`src/rtl/lockstep_dmem_ctrl_if.sv`:
```
// Data-port bundle between the two lockstep cores, the controller and sp_ram.
// master: the controller's view. slave: the cores plus memory, i.e. the environment.
interface lockstep_dmem_ctrl_if;
  logic        a_req_i,   b_req_i;
  logic        a_we_i,    b_we_i;
  logic [3:0]  a_be_i,    b_be_i;
  logic [31:0] a_addr_i,  b_addr_i;
  logic [31:0] a_wdata_i, b_wdata_i;
  logic        a_gnt_o,   b_gnt_o;
  logic        a_rvalid_o, b_rvalid_o;
  logic [31:0] rdata_o;
  logic        mem_req_o;
  logic        mem_we_o;
  logic [3:0]  mem_be_o;
  logic [31:0] mem_addr_o;
  logic [31:0] mem_wdata_o;
  logic        mem_gnt_i;
  logic        mem_rvalid_i;
  logic [31:0] mem_rdata_i;

  modport master (
    input  a_req_i, b_req_i, a_we_i, b_we_i, a_be_i, b_be_i,
           a_addr_i, b_addr_i, a_wdata_i, b_wdata_i,
           mem_gnt_i, mem_rvalid_i, mem_rdata_i,
    output a_gnt_o, b_gnt_o, a_rvalid_o, b_rvalid_o, rdata_o,
           mem_req_o, mem_we_o, mem_be_o, mem_addr_o, mem_wdata_o
  );

  modport slave (
    output a_req_i, b_req_i, a_we_i, b_we_i, a_be_i, b_be_i,
           a_addr_i, b_addr_i, a_wdata_i, b_wdata_i,
           mem_gnt_i, mem_rvalid_i, mem_rdata_i,
    input  a_gnt_o, b_gnt_o, a_rvalid_o, b_rvalid_o, rdata_o,
           mem_req_o, mem_we_o, mem_be_o, mem_addr_o, mem_wdata_o
  );
endinterface

```
`src/rtl/lockstep_dmem_ctrl.sv`:
```
// Lockstep data-memory controller: pairs the requests of two cores, compares
// them, issues a single memory access on a match and broadcasts the response.
// Divergence or a missing peer request is latched as a fault; memory is never
// touched with divergent data.
module lockstep_dmem_ctrl #(
  parameter int SKEW_MAX = 4,  // 1..15
  parameter int CNT_W    = 8
) (
  input  logic                 clk_i,
  input  logic                 rst_ni,
  lockstep_dmem_ctrl_if.master bus,
  input  logic                 clear_i,
  output logic                 fault_o,
  output logic [1:0]           fault_cause_o,
  output logic [CNT_W-1:0]     fault_cnt_o
);

  typedef enum logic [2:0] {IDLE, WAIT_PEER, ISSUE, WAIT_RSP, FAULT} state_e;

  typedef struct packed {
    logic        we;
    logic [3:0]  be;
    logic [31:0] addr;
    logic [31:0] wdata;
  } dreq_t;

  localparam logic [1:0] CAUSE_NONE = 2'b00;
  localparam logic [1:0] CAUSE_MISM = 2'b01;
  localparam logic [1:0] CAUSE_TOUT = 2'b10;
  localparam logic [3:0] SKEW_LIM   = 4'(SKEW_MAX);

  // wdata only matters for writes; reads with junk on the data bus still match
  function automatic logic req_match(dreq_t x, dreq_t y);
    return (x.we == y.we) && (x.be == y.be) && (x.addr == y.addr) &&
           (!x.we || (x.wdata == y.wdata));
  endfunction

  state_e           state_q, state_d;
  dreq_t            cap_q, cap_d;
  logic             first_q, first_d;  // 0: A arrived first, 1: B arrived first
  logic [3:0]       timer_q, timer_d;
  logic [3:0]       timer_inc;
  logic [1:0]       cause_q, cause_d;
  logic [CNT_W-1:0] cnt_q;
  logic             enter_fault;
  dreq_t            req_a, req_b, peer;
  logic             peer_req;
  logic             in_issue, in_rsp;

  assign req_a     = '{we: bus.a_we_i, be: bus.a_be_i, addr: bus.a_addr_i, wdata: bus.a_wdata_i};
  assign req_b     = '{we: bus.b_we_i, be: bus.b_be_i, addr: bus.b_addr_i, wdata: bus.b_wdata_i};
  assign peer      = first_q ? req_a : req_b;
  assign peer_req  = first_q ? bus.a_req_i : bus.b_req_i;
  assign timer_inc = timer_q + 4'd1;

  // state, capture register, skew timer and latched fault cause
  always_ff @(posedge clk_i or negedge rst_ni) begin
    if (!rst_ni) begin
      state_q <= IDLE;
      cap_q   <= '0;
      first_q <= 1'b0;
      timer_q <= '0;
      cause_q <= CAUSE_NONE;
    end else begin
      state_q <= state_d;
      cap_q   <= cap_d;
      first_q <= first_d;
      timer_q <= timer_d;
      cause_q <= cause_d;
    end
  end

  // next-state: pairing, compare, issue, response and fault handling
  always_comb begin
    state_d     = state_q;
    cap_d       = cap_q;
    first_d     = first_q;
    timer_d     = timer_q;
    cause_d     = cause_q;
    enter_fault = 1'b0;
    case (state_q)
      IDLE: begin
        if (bus.a_req_i && bus.b_req_i) begin
          if (req_match(req_a, req_b)) begin
            cap_d   = req_a;
            state_d = ISSUE;
          end else begin
            cause_d     = CAUSE_MISM;
            enter_fault = 1'b1;
            state_d     = FAULT;
          end
        end else if (bus.a_req_i || bus.b_req_i) begin
          cap_d   = bus.a_req_i ? req_a : req_b;
          first_d = bus.b_req_i;
          timer_d = '0;
          state_d = WAIT_PEER;
        end
      end
      WAIT_PEER: begin
        // timer_inc is the number of cycles since the first request; a peer
        // showing up on the SKEW_MAX-th cycle is already too late
        if (timer_inc == SKEW_LIM) begin
          cause_d     = CAUSE_TOUT;
          enter_fault = 1'b1;
          state_d     = FAULT;
        end else if (peer_req) begin
          if (req_match(cap_q, peer)) begin
            state_d = ISSUE;
          end else begin
            cause_d     = CAUSE_MISM;
            enter_fault = 1'b1;
            state_d     = FAULT;
          end
        end else begin
          timer_d = timer_inc;
        end
      end
      ISSUE:    if (bus.mem_gnt_i)    state_d = WAIT_RSP;
      WAIT_RSP: if (bus.mem_rvalid_i) state_d = IDLE;
      FAULT: begin
        if (clear_i) begin
          cause_d = CAUSE_NONE;
          cap_d   = '0;
          first_d = 1'b0;
          state_d = IDLE;
        end
      end
      default: state_d = IDLE;
    endcase
  end

  // saturating fault counter, cleared only by reset
  always_ff @(posedge clk_i or negedge rst_ni) begin
    if (!rst_ni)                      cnt_q <= '0;
    else if (enter_fault && ~&cnt_q)  cnt_q <= cnt_q + CNT_W'(1);
  end

  assign in_issue = (state_q == ISSUE);
  assign in_rsp   = (state_q == WAIT_RSP);

  // memory side: captured fields, gated so nothing leaks outside ISSUE
  assign bus.mem_req_o   = in_issue;
  assign bus.mem_we_o    = in_issue & cap_q.we;
  assign bus.mem_be_o    = in_issue ? cap_q.be    : '0;
  assign bus.mem_addr_o  = in_issue ? cap_q.addr  : '0;
  assign bus.mem_wdata_o = in_issue ? cap_q.wdata : '0;

  // core side: grant/response pass-through, broadcast to both cores
  assign bus.a_gnt_o    = in_issue & bus.mem_gnt_i;
  assign bus.b_gnt_o    = in_issue & bus.mem_gnt_i;
  assign bus.a_rvalid_o = in_rsp & bus.mem_rvalid_i;
  assign bus.b_rvalid_o = in_rsp & bus.mem_rvalid_i;
  assign bus.rdata_o    = (in_rsp && bus.mem_rvalid_i) ? bus.mem_rdata_i : '0;

  assign fault_o       = (state_q == FAULT);
  assign fault_cause_o = cause_q;
  assign fault_cnt_o   = cnt_q;

endmodule

```
`src/flat_wrapper.sv`:
```
// flat-port wrapper written by rule: the top's interface ports become plain ports
module lockstep_dmem_ctrl_flat 
#(
  parameter int SKEW_MAX = 4,          
  parameter int CNT_W    = 8
)
  (clk_i, rst_ni, clear_i, fault_o, fault_cause_o, fault_cnt_o, bus_a_req_i, bus_b_req_i, bus_a_we_i, bus_b_we_i, bus_a_be_i, bus_b_be_i, bus_a_addr_i, bus_b_addr_i, bus_a_wdata_i, bus_b_wdata_i, bus_mem_gnt_i, bus_mem_rvalid_i, bus_mem_rdata_i, bus_a_gnt_o, bus_b_gnt_o, bus_a_rvalid_o, bus_b_rvalid_o, bus_rdata_o, bus_mem_req_o, bus_mem_we_o, bus_mem_be_o, bus_mem_addr_o, bus_mem_wdata_o);
  lockstep_dmem_ctrl_if bus_i ();
  input  logic clk_i;
  input  logic rst_ni;
  input  logic clear_i;
  output logic fault_o;
  output logic [1:0] fault_cause_o;
  output logic [CNT_W-1:0] fault_cnt_o;
  input wire logic [$bits(bus_i.a_req_i)-1:0] bus_a_req_i;
  input wire logic [$bits(bus_i.b_req_i)-1:0] bus_b_req_i;
  input wire logic [$bits(bus_i.a_we_i)-1:0] bus_a_we_i;
  input wire logic [$bits(bus_i.b_we_i)-1:0] bus_b_we_i;
  input wire logic [$bits(bus_i.a_be_i)-1:0] bus_a_be_i;
  input wire logic [$bits(bus_i.b_be_i)-1:0] bus_b_be_i;
  input wire logic [$bits(bus_i.a_addr_i)-1:0] bus_a_addr_i;
  input wire logic [$bits(bus_i.b_addr_i)-1:0] bus_b_addr_i;
  input wire logic [$bits(bus_i.a_wdata_i)-1:0] bus_a_wdata_i;
  input wire logic [$bits(bus_i.b_wdata_i)-1:0] bus_b_wdata_i;
  input wire logic [$bits(bus_i.mem_gnt_i)-1:0] bus_mem_gnt_i;
  input wire logic [$bits(bus_i.mem_rvalid_i)-1:0] bus_mem_rvalid_i;
  input wire logic [$bits(bus_i.mem_rdata_i)-1:0] bus_mem_rdata_i;
  output wire logic [$bits(bus_i.a_gnt_o)-1:0] bus_a_gnt_o;
  output wire logic [$bits(bus_i.b_gnt_o)-1:0] bus_b_gnt_o;
  output wire logic [$bits(bus_i.a_rvalid_o)-1:0] bus_a_rvalid_o;
  output wire logic [$bits(bus_i.b_rvalid_o)-1:0] bus_b_rvalid_o;
  output wire logic [$bits(bus_i.rdata_o)-1:0] bus_rdata_o;
  output wire logic [$bits(bus_i.mem_req_o)-1:0] bus_mem_req_o;
  output wire logic [$bits(bus_i.mem_we_o)-1:0] bus_mem_we_o;
  output wire logic [$bits(bus_i.mem_be_o)-1:0] bus_mem_be_o;
  output wire logic [$bits(bus_i.mem_addr_o)-1:0] bus_mem_addr_o;
  output wire logic [$bits(bus_i.mem_wdata_o)-1:0] bus_mem_wdata_o;
  assign bus_i.a_req_i = bus_a_req_i;
  assign bus_i.b_req_i = bus_b_req_i;
  assign bus_i.a_we_i = bus_a_we_i;
  assign bus_i.b_we_i = bus_b_we_i;
  assign bus_i.a_be_i = bus_a_be_i;
  assign bus_i.b_be_i = bus_b_be_i;
  assign bus_i.a_addr_i = bus_a_addr_i;
  assign bus_i.b_addr_i = bus_b_addr_i;
  assign bus_i.a_wdata_i = bus_a_wdata_i;
  assign bus_i.b_wdata_i = bus_b_wdata_i;
  assign bus_i.mem_gnt_i = bus_mem_gnt_i;
  assign bus_i.mem_rvalid_i = bus_mem_rvalid_i;
  assign bus_i.mem_rdata_i = bus_mem_rdata_i;
  assign bus_a_gnt_o = bus_i.a_gnt_o;
  assign bus_b_gnt_o = bus_i.b_gnt_o;
  assign bus_a_rvalid_o = bus_i.a_rvalid_o;
  assign bus_b_rvalid_o = bus_i.b_rvalid_o;
  assign bus_rdata_o = bus_i.rdata_o;
  assign bus_mem_req_o = bus_i.mem_req_o;
  assign bus_mem_we_o = bus_i.mem_we_o;
  assign bus_mem_be_o = bus_i.mem_be_o;
  assign bus_mem_addr_o = bus_i.mem_addr_o;
  assign bus_mem_wdata_o = bus_i.mem_wdata_o;
  lockstep_dmem_ctrl #(.SKEW_MAX(SKEW_MAX), .CNT_W(CNT_W)) u_core (.clk_i(clk_i), .rst_ni(rst_ni), .bus(bus_i), .clear_i(clear_i), .fault_o(fault_o), .fault_cause_o(fault_cause_o), .fault_cnt_o(fault_cnt_o));
endmodule
```
`config.mk`:
```
export PLATFORM = sky130hd
export DESIGN_NAME = lockstep_dmem_ctrl_flat
export DESIGN_NICKNAME = d
export VERILOG_FILES = /design/src/rtl/lockstep_dmem_ctrl_if.sv /design/src/rtl/lockstep_dmem_ctrl.sv /design/src/flat_wrapper.sv
export SDC_FILE = /design/constraint.sdc
export NUM_CORES = 1
export LEC_CHECK = 0
export CAP_MARGIN = 0
export CELL_PAD_IN_SITES_DETAIL_PLACEMENT = 0
export CELL_PAD_IN_SITES_GLOBAL_PLACEMENT = 1
export CORE_MARGIN = 10
export CORE_UTILIZATION = 36
export CTS_BUF_LIST = sky130_fd_sc_hd__clkbuf_8
export CTS_CLUSTER_DIAMETER = 150
export CTS_CLUSTER_SIZE = 20
export DETAILED_ROUTE_END_ITERATION = 7
export GPL_ROUTABILITY_DRIVEN = 0
export PLACE_DENSITY = 0.95
export SYNTH_ARGS = -nofsm -noshare
export SYNTH_HDL_FRONTEND = slang
export SYNTH_SLANG_ARGS = --single-unit
```
`constraint.sdc`:
```
create_clock -name clk_i -period 6.27 [get_ports clk_i]
set_input_delay 0.627 -clock clk_i [delete_from_list [all_inputs] [get_ports clk_i]]
set_output_delay 0.627 -clock clk_i [all_outputs]
set_load 0.1 [all_outputs]
```
* After elaboration in Yosys (flattened, before gate mapping)
Index checks and enable logic that the tools add are counted.
** Storage, ports and cells
- Logic and storage cells :: 109
- Bits in latches :: 0
- RAM bits :: 0
- Input bits :: 177
- Bits in registers :: 87
- ROM bits :: 0
- Memories :: 0
** Cells by class
- Bitwise gates (word level) :: 3
- Reductions and logical operators :: 25
- $lt $le $gt $ge :: 0
- Equal/unequal tests :: 26
- Multiplexer cells :: 44
- Div/mod/pow operators :: 0
- Multiply operators :: 0
- $add $sub $neg :: 2
- Shift-type cells :: 0
** Operators with widths (number)
- $mux 69 :: 6
- $pmux 69 s2 :: 1
- $eq 32x32->1 :: 4
- $mux 32 :: 3
- $mux 3 :: 9
- $mux 4 :: 5
- $pmux 3 s5 :: 1
- $ne 2x2->1 const B :: 7
- $mux 2 :: 6
- $reduce_and 5->1 :: 2
- $logic_and 1x1->1 :: 9
- $mux 1 :: 9
- $add 8x1->8 const B :: 1
- $eq 4x4->1 :: 2
- $pmux 4 s2 :: 1
- $reduce_and 4->1 :: 2
- $reduce_and 8->1 :: 1
- $eq 3x2->1 const B :: 2
- $ne 3x1->1 const B :: 2
- $pmux 2 s3 :: 1
- $reduce_and 6->1 :: 1
- $add 4x1->4 const B :: 1
- $eq 4x3->1 const B :: 1
- $ne 2x1->1 const B :: 2
- 12 further kinds :: 21

* Logic depth before layout (Yosys ltp)
- Depth after elaboration :: 10
- Mapped depth :: 10
- Mapped depth without buffers :: 8

* Worst setup path after synthesis
Ideal clock, no wire load.
- Path type :: register to output
- Start :: register u_core.state_q[2]
- End :: output port bus_mem_addr_o[25]
- Cell stages (with the launch flop) :: 6
- Arrival :: 2.883 ns
- Path slack :: 2.760 ns
- Path buffers :: 2
- Path through :: dfrtp_1 clkbuf_1 nand2b_1 nor2_1 clkbuf_1 and2_1
** Between the ends
- Longest elaborated chain between the ends :: 2
** RTL lines
- start, declared :: RTL line lockstep_dmem_ctrl.sv:38 : state_e state_q, state_d;
- start signal, assigned :: RTL line lockstep_dmem_ctrl.sv:65 : state_q <= state_d;
- $eq 3x2->1 :: RTL line lockstep_dmem_ctrl.sv:138 : assign in_issue = (state_q == ISSUE);
- net bus_mem_req_o :: RTL line flat_wrapper.sv:33 : output wire logic [$bits(bus_i.mem_req_o)-1:0] bus_mem_req_o;
- $mux 32 :: RTL line lockstep_dmem_ctrl.sv:145 : assign bus.mem_addr_o = in_issue ? cap_q.addr : '0;
- end, declared :: RTL line flat_wrapper.sv:36 : output wire logic [$bits(bus_i.mem_addr_o)-1:0] bus_mem_addr_o;
The timed path passes the listed nets, and every way through them passes these cells.

* Worst setup path after layout
- Start :: register u_core.state_q[2]
- End :: output port bus_mem_addr_o[31]
** Between the ends
- Longest elaborated chain between the ends :: 2
** RTL lines (RTL line)
- $eq 3x2->1 :: lockstep_dmem_ctrl.sv:138
- $mux 32 :: lockstep_dmem_ctrl.sv:145
No other way between the ends.

==> Implementation_results.wiki <==
{| class="wikitable"
! Metric !! Value
|-
| Global-route wire length before repair || ~40 mm
|-
| Category of the worst setup path launch point || register
|-
| Count of port buffers added during placement || between 200 and 300
|-
| Via count of the first global-routing pass || a little under 7000
|-
| Endpoint required time on the critical path || roughly 5600 ps
|-
| Half-perimeter wire length of the detailed placement result || ~21 mm
|-
| Share of Yosys cell area claimed by the top area cell type || between 20% and 30%
|-
| Total negative setup slack || 0 ps
|-
| Drt wl/cell || 20.41 um
|-
| Ratio of routed vias to standard cells || 4.996
|-
| Worst Max-Slew Pin Slew || ~1100 ps
|-
| Number of maximum-capacitance violations || 0
|-
| Start-to-end type of the worst setup path || reg2out
|-
| # H-tree levels || 3
|-
| Largest area contributor in the netlist || sky130_fd_sc_hd__dfrtp_1
|-
| Die Span Y || between 150 and 200 um
|-
| Mapped Area || roughly 7600 sq um
|-
| Initial detailed-routing violation count || 324
|-
| Area growth from synthesis to final layout || 44.18%
|-
| Initial core utilization || a little over a third
|-
| Maximum number of pins on one net before global-route repair || 72
|-
| Net count after synthesis || around 970
|-
| Peak supply drop || 0.0002158 V
|-
| Count of state elements after synthesis || 87
|-
| Power density over cell area || 325.9 nW/um^2
|-
| Clk slew on worst S/H paths || approximately 90 ps
|-
| Cts-stage hold buffer count || 0
|-
| Post-Syn Instances || around 800
|-
| IO Pins || 294
|-
| Critical path data arrival time || between 3000 and 4000 ps
|-
| Sequential standard cell area || 2181 sq um
|-
| Overall die area || roughly 27000 sq um
|-
| Routed Wire Length || roughly 27 mm
|-
| Final critical-path required period || around 4300 ps
|-
| Final Hold Slack || around 180 ps
|-
| Antenna-violating nets left || 0
|-
| Fraction of the yosys area taken by sequential cells || ~29%
|-
| Filler Cells Inserted || around 2000
|-
| Post-cts resize count || 0
|-
| Clock tree from TritonCTS || yes
|-
| Number of antenna violations at the first check in global routing || 2
|-
| Skew-Pair Late Insertion Delay || roughly 380 ps
|-
| Cell at the root of the clock tree || sky130_fd_sc_hd__clkbuf_8
|-
| Number of setup violations in the final report || 0
|-
| Tightest Hold Check Type || in2async
|-
| Total clock sinks || 87
|-
| Clk_skew || 7.789 ps
|-
| Clk buf depth || 2
|-
| DR vias || roughly 6700
|-
| Global Route Usage Sum || 19.18%
|-
| Chip Width || around 170 um
|-
| Synth warnings || 0
|-
| Final worst path period share || between 60% and 70%
|-
| Top-count cell post-synth || sky130_fd_sc_hd__mux2i_1
|-
| Area of the core region || ~21000 sq um
|-
| Gr ovfl total || 0
|-
| Highest achievable clock rate || between 200 and 250 MHz
|-
| Crit. End Element || primary output
|-
| Combined area of the multi-input logic cells || ~5200 sq um
|-
| Crit Path Max Fanout || 38
|-
| List of most frequent post-synthesis cells || 138 x sky130_fd_sc_hd__mux2i_1, 103 x sky130_fd_sc_hd__and2_1, 91 x sky130_fd_sc_hd__xnor2_1
|-
| Number of standard-cell rows in the floorplan || between 50 and 60
|-
| Result of the run || completed
|-
| Clock buffer count from CTS || 9
|-
| Count of flip-flops with a built-in enable after synthesis || 0
|-
| Fraction of final layout cells sized beyond drive strength 1 || 9.690%
|-
| Final max-slew violation count || 0
|-
| Rel. slew slack || 26.06%
|-
| Number of failing hold endpoints at the final stage || 0
|-
| Most frequently used flop master after synthesis || sky130_fd_sc_hd__dfrtp_1
|-
| Total iterations of the first detailed-routing run || 5
|-
| Setup Fix Bufs, Post-CTS || 0
|-
| Number of nets at the end of the flow || approximately 1200
|-
| Syn_area_per_cell || ~9.6 sq um
|-
| Async set-or-reset flop fraction in the synthesized netlist || 100.0%
|-
| Cell types occupying the most area after synthesis || sky130_fd_sc_hd__dfrtp_1 29%, sky130_fd_sc_hd__mux2i_1 18%, sky130_fd_sc_hd__mux2_2 11%
|-
| Unrepaired setup endpoints after global routing || no
|-
| Yosys cell types || 42
|-
| Lkg Pwr || 0.004438 uW
|-
| Residual DRC || 0
|}
[registers in the layout, indices dropped and copies added, names as in the netlist]
register	flops
u_core.first_q	1
u_core.fault_cnt_o	8
u_core.state_q	3
u_core.cap_q	69
u_core.fault_cause_o	2
u_core.timer_q	4
[area by class of cell]
class	count	share of cell area (%)
well taps	275	3.151
multi-input cells	656	47.38
inverters	4	0.1375
clock buffers	10	1.260
repair buffers	301	27.36
diodes	2	0.04583
flip-flops and latches	87	19.97
clock inverters	5	0.6875
[cell families (layout without fill, tap and decap cells)]
group,Yosys count,count (layout),synth area share (%)
other,0,2,0
buffers and inverters,50,320,3.139
AO/OA/AOI/OAI,35,35,3.189
XOR/XNOR,148,148,17.12
flip-flops,87,87,28.75
adder cells (fa/ha/maj),3,3,0.4957
AND/OR/NAND/NOR,261,261,18.52
multiplexers,209,209,28.80
[per-layer routing]
layer / global-route usage, % / wire length, um
met1: 23.67 / 11580
met2: 31.77 / 13330
met3: 5.409 / 1927
met4: 5.757 / 511
met5: 0 / 0
[where the power goes]
group | internal [uW] | switching [uW] | total, uW
registers | 824 | 297 | 1120
logic | 958 | 1030 | 1990
clock network | 231 | 217 | 448
total | 2010 | 1550 | 3560
[worst max-delay path, stage by stage (launching register included)]
cell,delay (ps)
sky130_fd_sc_hd__dfrtp_1,500
sky130_fd_sc_hd__nand2b_1,270
sky130_fd_sc_hd__nor2_4,600
sky130_fd_sc_hd__buf_4,460
sky130_fd_sc_hd__and2_1,230
sky130_fd_sc_hd__clkdlybuf4s50_1,1200
[layout by cell type, fill, tap and decap left out, drive strengths merged, types with 3 or more instances in the layout]
master	synthesis	final
clkdlybuf4s50	0	291
mux2i	138	138
and2	103	103
xnor2	91	91
dfrtp	87	87
nor2	79	79
mux2	71	71
xor2	57	57
nor4	32	32
o21ai	15	15
nand2	14	14
nand4	11	11
clkbuf	24	10
buf	22	10
inv	4	6
nand2b	5	5
nand3	5	5
and3	5	5
a21oi	4	4
o2111ai	4	4
ha	3	3
[worst paths after layout]
check,start,end,slack (ps),cells after the start
max in group asynchronous,rst_ni,u_core.first_q,4880,2
min reg2reg,u_core.fault_cause_o[1],u_core.fault_cause_o[1],490,1
min in group clk_i,u_core.fault_cause_o[1],u_core.fault_cause_o[1],490,1
min,rst_ni,u_core.cap_q[1],180,1
max reg2reg,u_core.first_q,u_core.fault_cnt_o[1],2620,9
max,u_core.state_q[2],bus_mem_addr_o[31],1950,5
[through the flow]
| stage | setup slack, ps | cells | power, uW | area, sq um | utilization (%) |
|---|---|---|---|---|---|
| 6_report | 1953 | 1340 | 3559 | 10920 | 52.27 |
| 5_1_grt | 1821 | 1340 | 3766 | 10920 | 52.27 |
| 4_1_cts | 1948 | 1338 | 3581 | 10910 | 52.25 |
| 3_5_place_dp | 2251 | 1323 | 3123 | 10700 | 51.23 |
| 3_3_place_gp | 2266 | 1323 | 3085 | 10700 | 51.23 |
| 2_1_floorplan | 2760 | 793 | 2560 | 7574 | - |
No activity file was read; power rests on OpenSTA's default activity.
